<file path="config.mk">
export PLATFORM = sky130hd
export DESIGN_NAME = router_port_drain_flat
export DESIGN_NICKNAME = d
export VERILOG_FILES = /design/src/rtl/router_port_drain_if.sv /design/src/rtl/router_port_drain.sv /design/src/flat_wrapper.sv
export SDC_FILE = /design/constraint.sdc
export NUM_CORES = 1
export LEC_CHECK = 0
export CAP_MARGIN = 5
export CELL_PAD_IN_SITES_DETAIL_PLACEMENT = 1
export CELL_PAD_IN_SITES_GLOBAL_PLACEMENT = 1
export CORE_ASPECT_RATIO = 0.8
export CORE_MARGIN = 4
export CORE_UTILIZATION = 44
export CTS_BUF_LIST = sky130_fd_sc_hd__clkbuf_4 sky130_fd_sc_hd__clkbuf_8
export CTS_CLUSTER_SIZE = 20
export DETAILED_ROUTE_END_ITERATION = 10
export GPL_TIMING_DRIVEN = 1
export HOLD_SLACK_MARGIN = 0.02
export PLACE_DENSITY_LB_ADDON = 0.15
export SETUP_SLACK_MARGIN = 0.05
export SLEW_MARGIN = 20
export SYNTH_ARGS = -nofsm -noshare
export SYNTH_HDL_FRONTEND = slang
export SYNTH_SLANG_ARGS = --single-unit
</file>
<file path="constraint.sdc">
create_clock -name clock -period 3.7 [get_ports clock]
set_clock_uncertainty 0.15 [all_clocks]
set_input_delay 0.555 -clock clock [delete_from_list [all_inputs] [get_ports clock]]
set_output_delay 0.555 -clock clock [all_outputs]
set_load 0.03 [all_outputs]
</file>
<file path="src/rtl/router_port_drain_if.sv">
// Bundles the FIFO-side read handshake, the egress byte stream and the
// per-port status/counter outputs of one router output port drain.
interface router_port_drain_if #(
  parameter int DATA_W = 8,
  parameter int CNT_W  = 16
);
  // FIFO side
  logic              vld_out;
  logic [DATA_W-1:0] data_out;
  logic              soft_reset;
  logic              read_enb;
  // Egress stream
  logic [DATA_W-1:0] m_data;
  logic              m_valid;
  logic              m_ready;
  logic              m_sop;
  logic              m_eop;
  logic              m_err;
  // Status
  logic              pkt_abort;
  logic [CNT_W-1:0]  pkt_cnt;
  logic [CNT_W-1:0]  err_cnt;

  // Drain block view
  modport master (
    input  vld_out, data_out, soft_reset, m_ready,
    output read_enb, m_data, m_valid, m_sop, m_eop, m_err,
           pkt_abort, pkt_cnt, err_cnt
  );

  // Environment view (FIFO + downstream consumer)
  modport slave (
    output vld_out, data_out, soft_reset, m_ready,
    input  read_enb, m_data, m_valid, m_sop, m_eop, m_err,
           pkt_abort, pkt_cnt, err_cnt
  );
endinterface

</file>
<file path="src/rtl/router_port_drain.sv">
// Router output-port drain: pulls packet bytes from the port FIFO, reframes
// them as a valid/ready stream with sop/eop markers through a 2-entry skid
// buffer, checks packet parity and counts good/bad packets.
module router_port_drain #(
  parameter int DATA_W = 8,
  parameter int CNT_W  = 16
) (
  input  logic                clock,
  input  logic                reset,
  router_port_drain_if.master bus
);

  typedef enum logic [1:0] {IDLE, HDR, BODY} state_t;

  typedef struct packed {
    logic [DATA_W-1:0] data;
    logic              sop;
    logic              eop;
    logic              err;
  } beat_t;

  state_t            state_q, state_d;
  logic [6:0]        rem_q, rem_d;
  logic [DATA_W-1:0] acc_q, acc_d;
  logic              inflight_q;
  beat_t             ent0_q, ent0_d, ent1_q, ent1_d;
  logic [1:0]        occ_q, occ_d;
  logic [CNT_W-1:0]  pkt_cnt_q, pkt_cnt_d, err_cnt_q, err_cnt_d;
  logic              abort_q, abort_d;

  logic              want, rd, pop, push;
  logic [2:0]        fill;
  beat_t             push_beat;

  // Read gating: room is judged on occupancy after this cycle's pop plus the
  // byte already in flight, so one byte per cycle flows without overflow.
  always_comb begin
    pop  = (occ_q != 2'd0) & bus.m_ready;
    fill = {1'b0, occ_q} + {2'b00, inflight_q} - {2'b00, pop};
    want = (state_q == IDLE) | ((state_q == BODY) & (rem_q != 7'd0));
    rd   = ~reset & ~bus.soft_reset & bus.vld_out & want & (fill < 3'd2);
  end

  // Packet FSM: header decode, remaining-byte count, parity accumulation.
  always_comb begin
    state_d   = state_q;
    rem_d     = rem_q;
    acc_d     = acc_q;
    push      = 1'b0;
    push_beat = '0;
    unique case (state_q)
      IDLE: begin
        if (rd) state_d = HDR;
      end
      HDR: begin
        if (inflight_q) begin
          push           = 1'b1;
          push_beat.data = bus.data_out;
          push_beat.sop  = 1'b1;
          rem_d          = {1'b0, bus.data_out[7:2]} + 7'd1;
          acc_d          = bus.data_out;
          state_d        = BODY;
        end
      end
      BODY: begin
        if (rd) rem_d = rem_q - 7'd1;
        if (inflight_q) begin
          push           = 1'b1;
          push_beat.data = bus.data_out;
          if (rem_q == 7'd0) begin
            push_beat.eop = 1'b1;
            push_beat.err = ((acc_q ^ bus.data_out) != '0);
            acc_d         = '0;
            state_d       = IDLE;
          end else begin
            acc_d = acc_q ^ bus.data_out;
          end
        end
      end
      default: state_d = IDLE;
    endcase
    if (bus.soft_reset) begin
      state_d = IDLE;
      rem_d   = '0;
      acc_d   = '0;
      push    = 1'b0;
    end
  end

  // Skid buffer: entry 0 is the head; a pop shifts entry 1 down before the
  // push lands, so simultaneous push/pop keeps order and occupancy.
  always_comb begin
    ent0_d = ent0_q;
    ent1_d = ent1_q;
    occ_d  = occ_q;
    if (pop) begin
      ent0_d = ent1_q;
      occ_d  = occ_q - 2'd1;
    end
    if (push) begin
      if (occ_d == 2'd0) ent0_d = push_beat;
      else               ent1_d = push_beat;
      occ_d = occ_d + 2'd1;
    end
    if (bus.soft_reset) occ_d = '0;
  end

  // Saturating good/bad counters on delivered eop beats; abort detection.
  always_comb begin
    pkt_cnt_d = pkt_cnt_q;
    err_cnt_d = err_cnt_q;
    if (pop & ent0_q.eop & ~bus.soft_reset) begin
      if (ent0_q.err) begin
        if (err_cnt_q != '1) err_cnt_d = err_cnt_q + 1'b1;
      end else begin
        if (pkt_cnt_q != '1) pkt_cnt_d = pkt_cnt_q + 1'b1;
      end
    end
    abort_d = bus.soft_reset & ((state_q != IDLE) | (occ_q != 2'd0) | inflight_q);
  end

  // State register.
  always_ff @(posedge clock or posedge reset) begin
    if (reset) begin
      state_q    <= IDLE;
      rem_q      <= '0;
      acc_q      <= '0;
      inflight_q <= 1'b0;
      ent0_q     <= '0;
      ent1_q     <= '0;
      occ_q      <= '0;
      pkt_cnt_q  <= '0;
      err_cnt_q  <= '0;
      abort_q    <= 1'b0;
    end else begin
      state_q    <= state_d;
      rem_q      <= rem_d;
      acc_q      <= acc_d;
      inflight_q <= rd;
      ent0_q     <= ent0_d;
      ent1_q     <= ent1_d;
      occ_q      <= occ_d;
      pkt_cnt_q  <= pkt_cnt_d;
      err_cnt_q  <= err_cnt_d;
      abort_q    <= abort_d;
    end
  end

  assign bus.read_enb  = rd;
  assign bus.m_valid   = (occ_q != 2'd0);
  assign bus.m_data    = ent0_q.data;
  assign bus.m_sop     = ent0_q.sop & bus.m_valid;
  assign bus.m_eop     = ent0_q.eop & bus.m_valid;
  assign bus.m_err     = ent0_q.err & bus.m_valid;
  assign bus.pkt_abort = abort_q;
  assign bus.pkt_cnt   = pkt_cnt_q;
  assign bus.err_cnt   = err_cnt_q;

endmodule

</file>
<file path="src/flat_wrapper.sv">
// flat-port wrapper written by rule: the top's interface ports become plain ports
module router_port_drain_flat 
#(
  parameter int DATA_W = 8,
  parameter int CNT_W  = 16
)
  (clock, reset, bus_vld_out, bus_data_out, bus_soft_reset, bus_m_ready, bus_read_enb, bus_m_data, bus_m_valid, bus_m_sop, bus_m_eop, bus_m_err, bus_pkt_abort, bus_pkt_cnt, bus_err_cnt);
  router_port_drain_if #(.DATA_W(DATA_W), .CNT_W(CNT_W)) bus_i ();
  input  logic clock;
  input  logic reset;
  input wire logic [$bits(bus_i.vld_out)-1:0] bus_vld_out;
  input wire logic [$bits(bus_i.data_out)-1:0] bus_data_out;
  input wire logic [$bits(bus_i.soft_reset)-1:0] bus_soft_reset;
  input wire logic [$bits(bus_i.m_ready)-1:0] bus_m_ready;
  output wire logic [$bits(bus_i.read_enb)-1:0] bus_read_enb;
  output wire logic [$bits(bus_i.m_data)-1:0] bus_m_data;
  output wire logic [$bits(bus_i.m_valid)-1:0] bus_m_valid;
  output wire logic [$bits(bus_i.m_sop)-1:0] bus_m_sop;
  output wire logic [$bits(bus_i.m_eop)-1:0] bus_m_eop;
  output wire logic [$bits(bus_i.m_err)-1:0] bus_m_err;
  output wire logic [$bits(bus_i.pkt_abort)-1:0] bus_pkt_abort;
  output wire logic [$bits(bus_i.pkt_cnt)-1:0] bus_pkt_cnt;
  output wire logic [$bits(bus_i.err_cnt)-1:0] bus_err_cnt;
  assign bus_i.vld_out = bus_vld_out;
  assign bus_i.data_out = bus_data_out;
  assign bus_i.soft_reset = bus_soft_reset;
  assign bus_i.m_ready = bus_m_ready;
  assign bus_read_enb = bus_i.read_enb;
  assign bus_m_data = bus_i.m_data;
  assign bus_m_valid = bus_i.m_valid;
  assign bus_m_sop = bus_i.m_sop;
  assign bus_m_eop = bus_i.m_eop;
  assign bus_m_err = bus_i.m_err;
  assign bus_pkt_abort = bus_i.pkt_abort;
  assign bus_pkt_cnt = bus_i.pkt_cnt;
  assign bus_err_cnt = bus_i.err_cnt;
  router_port_drain #(.DATA_W(DATA_W), .CNT_W(CNT_W)) u_core (.clock(clock), .reset(reset), .bus(bus_i));
endmodule
</file>
==> metrics.csv, run 1 <==
stage,metric,value,unit
status,status,"finished, final reports clean",
die,num_rows,31,
critical_path,cp_num_buf_inv,2,
synth,synth.most_common_cell,dfrtp_1,
finish,drive_above_1_share,0.100,
critical_path,critical_path_required,2.99,ns
synth,ys_ff_latch,75,
placement,hpwlAfterDp,7420,um
synth,yosysWarnings,0,
critical_path,crit_arrival,2.76,ns
drt,wl_per_cell,17.4,um
global_route,grtUsageMet2,0.318,
global_route,overflow,0,
drt,drtIter0Drc,141,
synth,synth_edf_count,0,
sta,post-route-period-util,0.937,
global_route,antenna_found_initial,0,
global_route,grt_max_degree,49,
sta,maxSlewViolCount,0,
sta,hold_violations,0,
critical_path,startpoint_type,flop,
synth,synth.area.top_cells,"dfrtp_1 (46%), xnor2_1 (4.7%), xor2_1 (4.3%)",
power_and_ir_drop,p_per_area,502,nW/um2
drt,vias_per_cell,5.59,
global_route,groute.usage.overall,0.208,
clocking,cts.sinks,75,
drt,first_pass_iters,4,
synth,synthArstFlopShare,1.00,
placement,io_buffers,58,
placement,place_inst,577,
global_route,grt_busiest_layer,met2,
synth,syn-num-nets,447,
flow_run,drv_cap,0,
clocking,htree_num_levels,3,
finish,area_delta_synth_final,22.2,%
clocking,cts_buffers,9,
synth,yosysSeqAreaShare,0.460,
sta,slew_headroom,0.540,
clocking,clk-insertion-delay-late,0.36,ns
global_route,met3_usage,0.0547,
synth,synth_cell_types,56,
power_and_ir_drop,swShare,0.343,
power_and_ir_drop,intPower,1.64,mW
clocking,cts-root-buf,clkbuf_8,
finish,num_antenna_cells,0,
die,ioPinCount,59,
critical_path,critPathMaxStageDelay,0.51,ns
power_and_ir_drop,finalPower,2.50,mW
drt,drcViolationCount,0,
global_route,grt_pass1_vias,3505,
critical_path,slowest_stage,fa_1,
finish,stdcell_count,594,
critical_path,cp_max_fo,7,
synth,ys.flop_type,dfrtp_1,
drt,drt-total-wl,10300,um
clocking,clk_pin_slew_worst_paths,0.08,ns
power_and_ir_drop,comb_power_share,0.314,
die,chipHeight,94.2,um
synth,synth.avg_cell_area,9.65,um2
critical_path,crit_path_cell_trace,inv_1 -> ha_2 -> nand2b_1 -> nor2_2 -> o21ai_0 -> fa_1 -> nand2_1 -> nor4_4 -> a21boi_2 -> buf_4,
clocking,cts_buffer_depth,2,
critical_path,critPathKind,reg2out,
placement,gp_congestion,0.777,
drt,antenna_left,0,
critical_path,endpoint_kind,output port,
synth,synth_top_area_frac,0.460,
synth,synthTopCellsByCount,"dfrtp_1 (75), nand2_1 (46), nor2_1 (32)",
sta,whs,0.339,ns
sta,fmax,0.288,GHz
worst_hold_path,hold_path_class,reg2reg,
critical_path,crit_family,adder cells,
die,die_w,116,um
synth,synth_top_area_cell,dfrtp_1,
global_route,grt.met1_usage,0.297,
power_and_ir_drop,clock_power_share,0.296,
sta,finalSetupTns,0,ns
sta,rsz0062_at_grt,no,
clocking,cts_tree,done,
sta,period_minus_slack,3.47,ns
die,core_area,9040,um2
sta,setup_viol,0,
finish,fin_nets,498,
sta,worst_pin_slew,0.684,ns
die,start_util,0.452,
power_and_ir_drop,leakage,2.15,nW
synth,syn_area,4080,um2
power_and_ir_drop,p_switching,0.860,mW
power_and_ir_drop,vdd_ir_drop_max,330,uV
die,die-area,10900,um2
synth,synth_cells,423,
drt,vias,3322,
power_and_ir_drop,seqPwrFrac,0.391,
global_route,grt_pass1_wl,17900,um
[metal layers]
| layer | vias to the layer above | share of wire |
|---|---|---|
| met4 | 0 | 0.011 |
| met3 | 11 | 0.039 |
| met1 | 1667 | 0.49 |
| li1 | 1586 | - |
| met2 | 58 | 0.46 |
| met5 | - | 0 |
[cell type report]
type | instances | area (um2)
fill | 1038 | 4050
multi-input combinational | 300 | 2000
sequential | 75 | 1880
timing repair buffer | 67 | 658
clock buffer | 12 | 159
tap | 115 | 144
inverter | 21 | 78.8
clock inverter | 4 | 72.6
[cell families (layout without fill, tap and decap cells)]
kind of cell,Yosys count,count (layout),share of synthesized area
AND/OR/NAND/NOR,142,142,0.176
AO/OA/AOI/OAI,88,88,0.141
flip-flops,75,75,0.460
buffers and inverters,48,104,0.0524
XOR/XNOR,42,42,0.0901
multiplexers,17,17,0.0457
adder cells (fa/ha/maj),11,11,0.0356
[flip-flops by register name, indices dropped and copies added (netlist names), 2 cells and up]
name / flops
u_core.ent0_q: 3
u_core.rem_q: 7
u_core.bus.pkt_cnt: 16
u_core.bus.m_data: 8
u_core.bus.err_cnt: 16
u_core.acc_q: 8
u_core.ent1_q: 11
u_core.occ_q: 2
u_core.state_q: 2
[worst paths after layout]
path	start	end	slack (ns)	cells past startpoint
hold reg to reg	u_core.ent1_q[4]	u_core.ent1_q[4]	0.34	2
setup / recovery	u_core.occ_q[1]	bus_read_enb	0.23	10
max in group asynchronous	reset	u_core.bus.err_cnt[3]	2.16	3
hold / removal	u_core.ent1_q[4]	u_core.ent1_q[4]	0.34	2
setup reg to reg	u_core.occ_q[1]	u_core.rem_q[0]	0.60	12
min in group asynchronous	reset	u_core.bus.pkt_cnt[15]	0.55	2
[cells in the final DEF (no fill, tap or decap), types with 2 or more instances in the layout]
cell type        count
or3_1                6
inv_1               18
o21ai_1             30
mux2_2               5
nor3_1               7
mux2i_1              4
o311ai_0             3
clkdlybuf4s50_1     57
nand3_1             12
bufinv_16            2
buf_4                9
xor2_1              20
xnor2_1             22
dfrtp_1             75
a32oi_1              8
a41oi_1              2
a21o_1               2
inv_2                3
nor2_2               2
a21oi_2              2
nand2b_1             3
nor4_1               8
o21ai_0             16
nor2b_1              4
a21oi_1             11
o32ai_1              2
nand2_1             46
clkbuf_8            11
nand4_1             11
ha_1                 9
mux2_1               8
nor2_1              31
[repair_timing]
item                       CTS  global route
hold buffers                 0             0
setup buffers                0             1
gates resized for setup      1             1
cloned                       0             0
setup endpoints to repair    1             1
[worst register-to-register path, cell delays in order (launching register included)]
cell,delay [ns]
dfrtp_1,0.42
inv_1,0.07
ha_2,0.22
nand2b_1,0.19
nor2_2,0.14
o21ai_0,0.14
fa_1,0.51
nand2_1,0.08
nor4_4,0.23
buf_4,0.18
o31ai_4,0.11
a211o_1,0.40
o32ai_1,0.16
[per-stage QoR]
stage / utilization / setup slack [ns] / cell area, um2
after floorplan: - / 0.174 / 4090
after global placement: 0.525 / 0.321 / 4750
after detailed placement: 0.525 / 0.219 / 4750
after CTS: 0.551 / 0.0958 / 4980
after global routing: 0.552 / 0.0403 / 4990
final: 0.552 / 0.232 / 4990
[power groups by stage]
stage	sequential [mW]	clock, mW	combinational [mW]
global placement	0.991	0	0.748
global route	0.995	0.799	0.860
finish	0.978	0.740	0.786
floorplan	0.997	0	0.532
CTS	0.981	0.759	0.785
detailed placement	0.996	0	0.774
(Power assumes the default switching activity.)
==> inputs of run 2 (changes only) <==
--- a/config.mk
+++ b/config.mk
@@ -5,7 +5,7 @@
 export SDC_FILE = /design/constraint.sdc
 export NUM_CORES = 1
 export LEC_CHECK = 0
-export CAP_MARGIN = 5
+export CAP_MARGIN = 10
 export CELL_PAD_IN_SITES_DETAIL_PLACEMENT = 1
 export CELL_PAD_IN_SITES_GLOBAL_PLACEMENT = 1
 export CORE_ASPECT_RATIO = 0.8
==> results of run 2 <==
The final DEF is identical to that of run 1; final timing and power are the same.
